==> src/rtl/wave_sequencer.sv <==
`default_nettype none
// ============================================================================
// Module   : wave_sequencer
// Brief    : Shadow/active configuration sequencer that paces sample requests
//            to a wave datapath with a reloading prescale down-counter.
//            Optional macro WAVE_SEQ_VALID_CHECK_EN enables the sticky
//            missing-valid error flag on err_o.
// Revision : 1.0 - initial release
// ============================================================================
module wave_sequencer #(
    parameter int N_FRAC     = 7,
    parameter int PRESCALE_W = 8,
    localparam int CFG_W     = ((N_FRAC + 1) > PRESCALE_W) ? (N_FRAC + 1) : PRESCALE_W
) (
    input  logic                     clk_i,
    input  logic                     rst_i,
    input  logic                     enable_i,
    input  logic                     cfg_we_i,
    input  logic [1:0]               cfg_addr_i,
    input  logic [CFG_W-1:0]         cfg_data_i,
    input  logic                     data_valid_i,
    output logic                     next_data_strobe_o,
    output logic signed [N_FRAC:0]   amplitude_o,
    output logic signed [N_FRAC:0]   addend_o,
    output logic                     overflow_mode_o,
    output logic                     running_o,
    output logic                     pending_o,
    output logic                     err_o
);

    localparam logic [1:0] c_IDLE = 2'd0;
    localparam logic [1:0] c_LOAD = 2'd1;
    localparam logic [1:0] c_RUN  = 2'd2;

    localparam logic [PRESCALE_W-1:0] c_CNT_ONE = {{(PRESCALE_W-1){1'b0}}, 1'b1};

    logic [1:0]              r_state;
    logic [PRESCALE_W-1:0]   r_cnt;
    logic                    r_strobe;
    logic                    r_pending;

    logic signed [N_FRAC:0]  r_sh_amp;
    logic signed [N_FRAC:0]  r_sh_add;
    logic [PRESCALE_W-1:0]   r_sh_pre;
    logic                    r_sh_ovf;

    logic signed [N_FRAC:0]  r_act_amp;
    logic signed [N_FRAC:0]  r_act_add;
    logic [PRESCALE_W-1:0]   r_act_pre;
    logic                    r_act_ovf;

    logic                    w_apply;
    logic                    w_wr_apply;
    logic [PRESCALE_W-1:0]   w_cnt_nxt;

    // An apply copies shadow to active: always in LOAD, on a pending request
    // while idle, or on a returned valid while running.
    always_comb begin
        w_apply = 1'b0;
        case (r_state)
            c_IDLE:  w_apply = r_pending;
            c_LOAD:  w_apply = 1'b1;
            c_RUN:   w_apply = r_pending & data_valid_i;
            default: w_apply = 1'b0;
        endcase
    end

    assign w_wr_apply = cfg_we_i && (cfg_addr_i == 2'd3) && cfg_data_i[1];

    always_comb begin
        w_cnt_nxt = (r_cnt == '0) ? r_act_pre : (r_cnt - c_CNT_ONE);
    end

    always_ff @(posedge clk_i) begin
        if (!rst_i) begin
            r_state   <= c_IDLE;
            r_cnt     <= '0;
            r_strobe  <= 1'b0;
            r_pending <= 1'b0;
            r_sh_amp  <= '0;
            r_sh_add  <= '0;
            r_sh_pre  <= '0;
            r_sh_ovf  <= 1'b0;
            r_act_amp <= '0;
            r_act_add <= '0;
            r_act_pre <= '0;
            r_act_ovf <= 1'b0;
        end else begin
            if (cfg_we_i) begin
                case (cfg_addr_i)
                    2'd0:    r_sh_amp <= cfg_data_i[N_FRAC:0];
                    2'd1:    r_sh_add <= cfg_data_i[N_FRAC:0];
                    2'd2:    r_sh_pre <= cfg_data_i[PRESCALE_W-1:0];
                    default: r_sh_ovf <= cfg_data_i[0];
                endcase
            end

            // The apply samples the shadow values from before this edge's write.
            if (w_apply) begin
                r_act_amp <= r_sh_amp;
                r_act_add <= r_sh_add;
                r_act_pre <= r_sh_pre;
                r_act_ovf <= r_sh_ovf;
            end

            if (w_wr_apply) begin
                r_pending <= 1'b1;
            end else if (w_apply) begin
                r_pending <= 1'b0;
            end

            // The strobe register reflects "cnt reaches zero in RUN" one edge
            // ahead, so the strobe coincides with the zero-count cycle.
            case (r_state)
                c_IDLE: begin
                    r_strobe <= 1'b0;
                    if (enable_i) begin
                        r_state <= c_LOAD;
                    end
                end
                c_LOAD: begin
                    r_state  <= c_RUN;
                    r_cnt    <= r_sh_pre;
                    r_strobe <= (r_sh_pre == '0);
                end
                c_RUN: begin
                    if (!enable_i) begin
                        r_state  <= c_IDLE;
                        r_strobe <= 1'b0;
                    end else begin
                        r_cnt    <= w_cnt_nxt;
                        r_strobe <= (w_cnt_nxt == '0);
                    end
                end
                default: begin
                    r_state  <= c_IDLE;
                    r_strobe <= 1'b0;
                end
            endcase
        end
    end

`ifdef WAVE_SEQ_VALID_CHECK_EN
    logic r_chk;
    logic r_err;

    // Each strobe must be answered by data_valid_i in the following cycle.
    always_ff @(posedge clk_i) begin
        if (!rst_i) begin
            r_chk <= 1'b0;
            r_err <= 1'b0;
        end else begin
            r_chk <= r_strobe;
            if (r_chk && !data_valid_i) begin
                r_err <= 1'b1;
            end
        end
    end

    assign err_o = r_err;
`else
    assign err_o = 1'b0;
`endif

    assign next_data_strobe_o = r_strobe;
    assign amplitude_o        = r_act_amp;
    assign addend_o           = r_act_add;
    assign overflow_mode_o    = r_act_ovf;
    assign running_o          = (r_state != c_IDLE);
    assign pending_o          = r_pending;

endmodule
`default_nettype wire

==> config.mk <==
export PLATFORM = sky130hd
export DESIGN_NAME = wave_sequencer
export DESIGN_NICKNAME = d
export VERILOG_FILES = /design/src/rtl/wave_sequencer.sv
export SDC_FILE = /design/constraint.sdc
export NUM_CORES = 1
export LEC_CHECK = 0
export ABC_AREA = 1
export BUFFER_PORTS_ARGS = -buffer_cell sky130_fd_sc_hd__buf_2
export CORE_ASPECT_RATIO = 1.1
export CORE_MARGIN = 2
export CORE_UTILIZATION = 49
export CTS_CLUSTER_DIAMETER = 80
export CTS_CLUSTER_SIZE = 16
export DETAILED_ROUTE_END_ITERATION = 7
export PLACE_DENSITY = 0.7
export SETUP_SLACK_MARGIN = 0.5
export SYNTH_ARGS = -nofsm -noshare
export SYNTH_HDL_FRONTEND = slang
export SYNTH_SLANG_ARGS = --single-unit
==> constraint.sdc <==
create_clock -name clk_i -period 1.5 [get_ports clk_i]
set_input_delay 0.45 -clock clk_i [delete_from_list [all_inputs] [get_ports clk_i]]
set_output_delay 0.45 -clock clk_i [all_outputs]
set_load 0.1 [all_outputs]
==> flow_metrics.env <==
export IMPL_place_congestion=0.845
export IMPL_antenna_found_initial=0
export IMPL_end_kind="flip-flop"
export IMPL_hold_viol=0
export IMPL_die_h_um=82.8
export IMPL_slew_violations=0
export IMPL_root_buffer="clkbuf_8"
export IMPL_dieArea_mm2=0.00626
export IMPL_max_freq_mhz=583
export IMPL_cts_sinks=62
export IMPL_seq_area_frac_synth_pct=44.9
export IMPL_vdd_drop_max_mv=1.57
export IMPL_die_x_um=75.6
export IMPL_vias=3111
export IMPL_drc=0
export IMPL_portBuffers=34
export IMPL_yosysWarnings=0
export IMPL_synth_area_mm2=0.00276
export IMPL_numCtsBuffers=9
export IMPL_crit_arrival_ns=1.98
export IMPL_hp_class="primary input to flip-flop"
export IMPL_path_class="flip-flop to flip-flop"
export IMPL_status="finished, violations left"
export IMPL_finalSetupViolCount=37
export IMPL_reg2reg_to="r_cnt[4]"
export IMPL_whs_path_depth=3
export IMPL_vias_per_cell=5.72
export IMPL_start_util_pct=51.2
export IMPL_globalRouteOverflowTotal=0
export IMPL_setup_ws_ns=-0.214
export IMPL_synth_area_leader_cell="dfxtp_1"
export IMPL_clock_skew_ns=0.00948
export IMPL_synth_edff_count=0
export IMPL_areaGrowthSynthToFinish_pct=73.9
export IMPL_grt_max_degree=27
export IMPL_critPathLaunch="r_state[0]"
export IMPL_dr_pass1_iters=5
export IMPL_avgRoutedWirePerCell_um=19.8
export IMPL_failed_checks="negative setup slack"
export IMPL_cts_hold_buffers=0
export IMPL_finalCritPeriodShare_pct=114
export IMPL_hpwlAfterDp_mm=4.81
export IMPL_tns_ns=-4.33
export IMPL_rsz0062_at_grt="true"
export IMPL_fin_nets=486
export IMPL_clk_pin_slew_worst_paths_ns=0.07
export IMPL_grt_use_total_pct=31.2
export IMPL_wl_mm=10.7
export IMPL_grt_pass1_wl_mm=14.4
export IMPL_power_mw=11.0
export IMPL_core_mm2=0.00540
export IMPL_synthTopCellsByCount="91 x nor2_1, 62 x dfxtp_1, 59 x o21ai_0"
export IMPL_synth_top_area_share_pct=44.9
export IMPL_synth_distinct_cells=35
export IMPL_grt_pass1_vias=3046
export IMPL_synth_main_ff_cell="dfxtp_1"
export IMPL_period_needed_ns=1.71
export IMPL_antenna_cells=0
export IMPL_syn_inst=373
export IMPL_grt_util_met1_pct=34.1
export IMPL_cp_start_kind="flip-flop"
export IMPL_ant_nets=0
export IMPL_crit_path_end="r_cnt[4]"
export IMPL_syn_nets=395
export IMPL_cp_required_ns=1.77
export IMPL_drive_above_1_share_pct=53.5
export IMPL_p_per_area_mw_per_mm2=2290
export IMPL_cp_max_fo=4
export IMPL_rows=28
export IMPL_synth_most_common_cell="nor2_1"
export IMPL_fin_util_pct=89.1
export IMPL_worstReg2RegStart="r_state[0]"
export IMPL_met3_usage_pct=7.16
export IMPL_cts_max_level=3
export IMPL_cts_max_path_buffers=2
export IMPL_max_cap_violations=0
export IMPL_grtUsageMet2_pct=54.3
export IMPL_ys_seq_elements=62
export IMPL_r2r_cells=11
export IMPL_synth_area_per_cell_um2=7.41
export IMPL_drt_iter0_drc=338
export IMPL_cts_tree="yes"
export IMPL_clk_latency_ns=0.35
export IMPL_busiest_layer="met2"
export IMPL_p_leak_nw=2.00
export IMPL_async_flop_share_pct=0
export IMPL_fin_hold_ws_ns=0.352
export IMPL_pin_count=36
export IMPL_reg2reg_setup_slack_ns=-0.21
export IMPL_synth_area_leaders="dfxtp_1 45%, nor2_1 12%, o21ai_0 11%, nand2_1 5.4%, inv_1 3.9%"
## cells in the final DEF, fill, tap and decap left out, drive strengths merged
cell type / n
nand2: 46
clkinv: 4
nand3b: 1
o21ai: 62
nor4: 2
nand4: 1
dfxtp: 62
a21oi: 22
xor2: 2
ha: 7
nor2: 95
clkbuf: 12
clkinvlp: 2
nand3: 16
inv: 34
conb: 1
or2: 1
buf: 90
nor3: 3
o211ai: 4
mux2i: 1
bufinv: 1
## through the flow
stage	std cells	worst slack, ns	cell area [um^2]
4_1_cts	532	-0.102	4450
3_5_place_dp	482	-0.0259	3580
5_1_grt	544	-0.389	4800
6_report	544	-0.214	4800
3_3_place_gp	482	-0.0124	3580
2_1_floorplan	373	-0.0335	2970
## area by class of cell
type / instances / area (um^2)
clock buffers: 12 / 145
clock inverters: 4 / 47.5
fillers: 243 / 591
inverters: 34 / 203
multi-input cells: 264 / 1830
flip-flops and latches: 62 / 1320
well taps: 75 / 93.8
repair buffers: 90 / 1120
repair inverters: 3 / 47.5
## critical path, stage by stage (launching register included)
cell and delay, ns:
dfxtp_2 0.37, inv_4 0.05, buf_6 0.12, ha_4 0.16, buf_6 0.12, nand2_4 0.07, inv_4 0.04, a21oi_4 0.22
buf_6 0.15, buf_16 0.11, nand2_2 0.06, a21oi_2 0.15
## worst min path at each step
stage / startpoint / end / slack [ns]
6_report: cfg_data_i[5] / r_sh_pre[5] / 0.35
2_1_floorplan: r_act_pre[3] / r_act_pre[3] / 0.43
3_5_place_dp: r_act_pre[5] / r_act_pre[5] / 0.45
4_1_cts: cfg_data_i[5] / r_sh_pre[5] / 0.37
5_1_grt: cfg_data_i[5] / r_sh_pre[5] / 0.37
3_3_place_gp: r_act_pre[5] / r_act_pre[5] / 0.44
## report_power, final
part / switching [mW] / internal [mW]
registers: 0.369 / 2.08
clock network: 0.710 / 0.809
logic: 4.19 / 2.86
## flip-flops by register name, indices dropped and copies added (netlist names)
signal	cells
r_sh_add	8
r_sh_ovf	1
r_act_pre	8
overflow_mode_o	1
pending_o	1
next_data_strobe_o	1
addend_o	8
r_cnt	8
r_sh_amp	8
amplitude_o	8
r_state	2
r_sh_pre	8
## metal layers
layer  vias to the layer above  share of wire, %
met1                      1468                36
met3                        62               7.2
met4                         0               5.8
li1                       1397                 -
met5                         -                 0
met2                       184                51
## what timing repair did
item	4_1_cts	5_1_grt
resized for setup	120	68
pin swaps	35	26
setup buffers	28	12
setup endpoints to repair	67	64
gates cloned	6	0
## logic make-up (layout without fill, tap and decap cells)
group / after synthesis / in the layout / share of synthesized area, %
adders and majority gates: 7 / 7 / 3.17
muxes: 1 / 1 / 0.362
buffers and inverters: 47 / 143 / 7.56
and+or+nand+nor: 165 / 165 / 26.1
xor gates and xnor gates: 2 / 2 / 0.634
other: 1 / 1 / 0.136
DFF: 62 / 62 / 44.9
AOI/OAI and AO/OA: 88 / 88 / 17.1
Note: power is estimated with default switching activity, not from simulation.
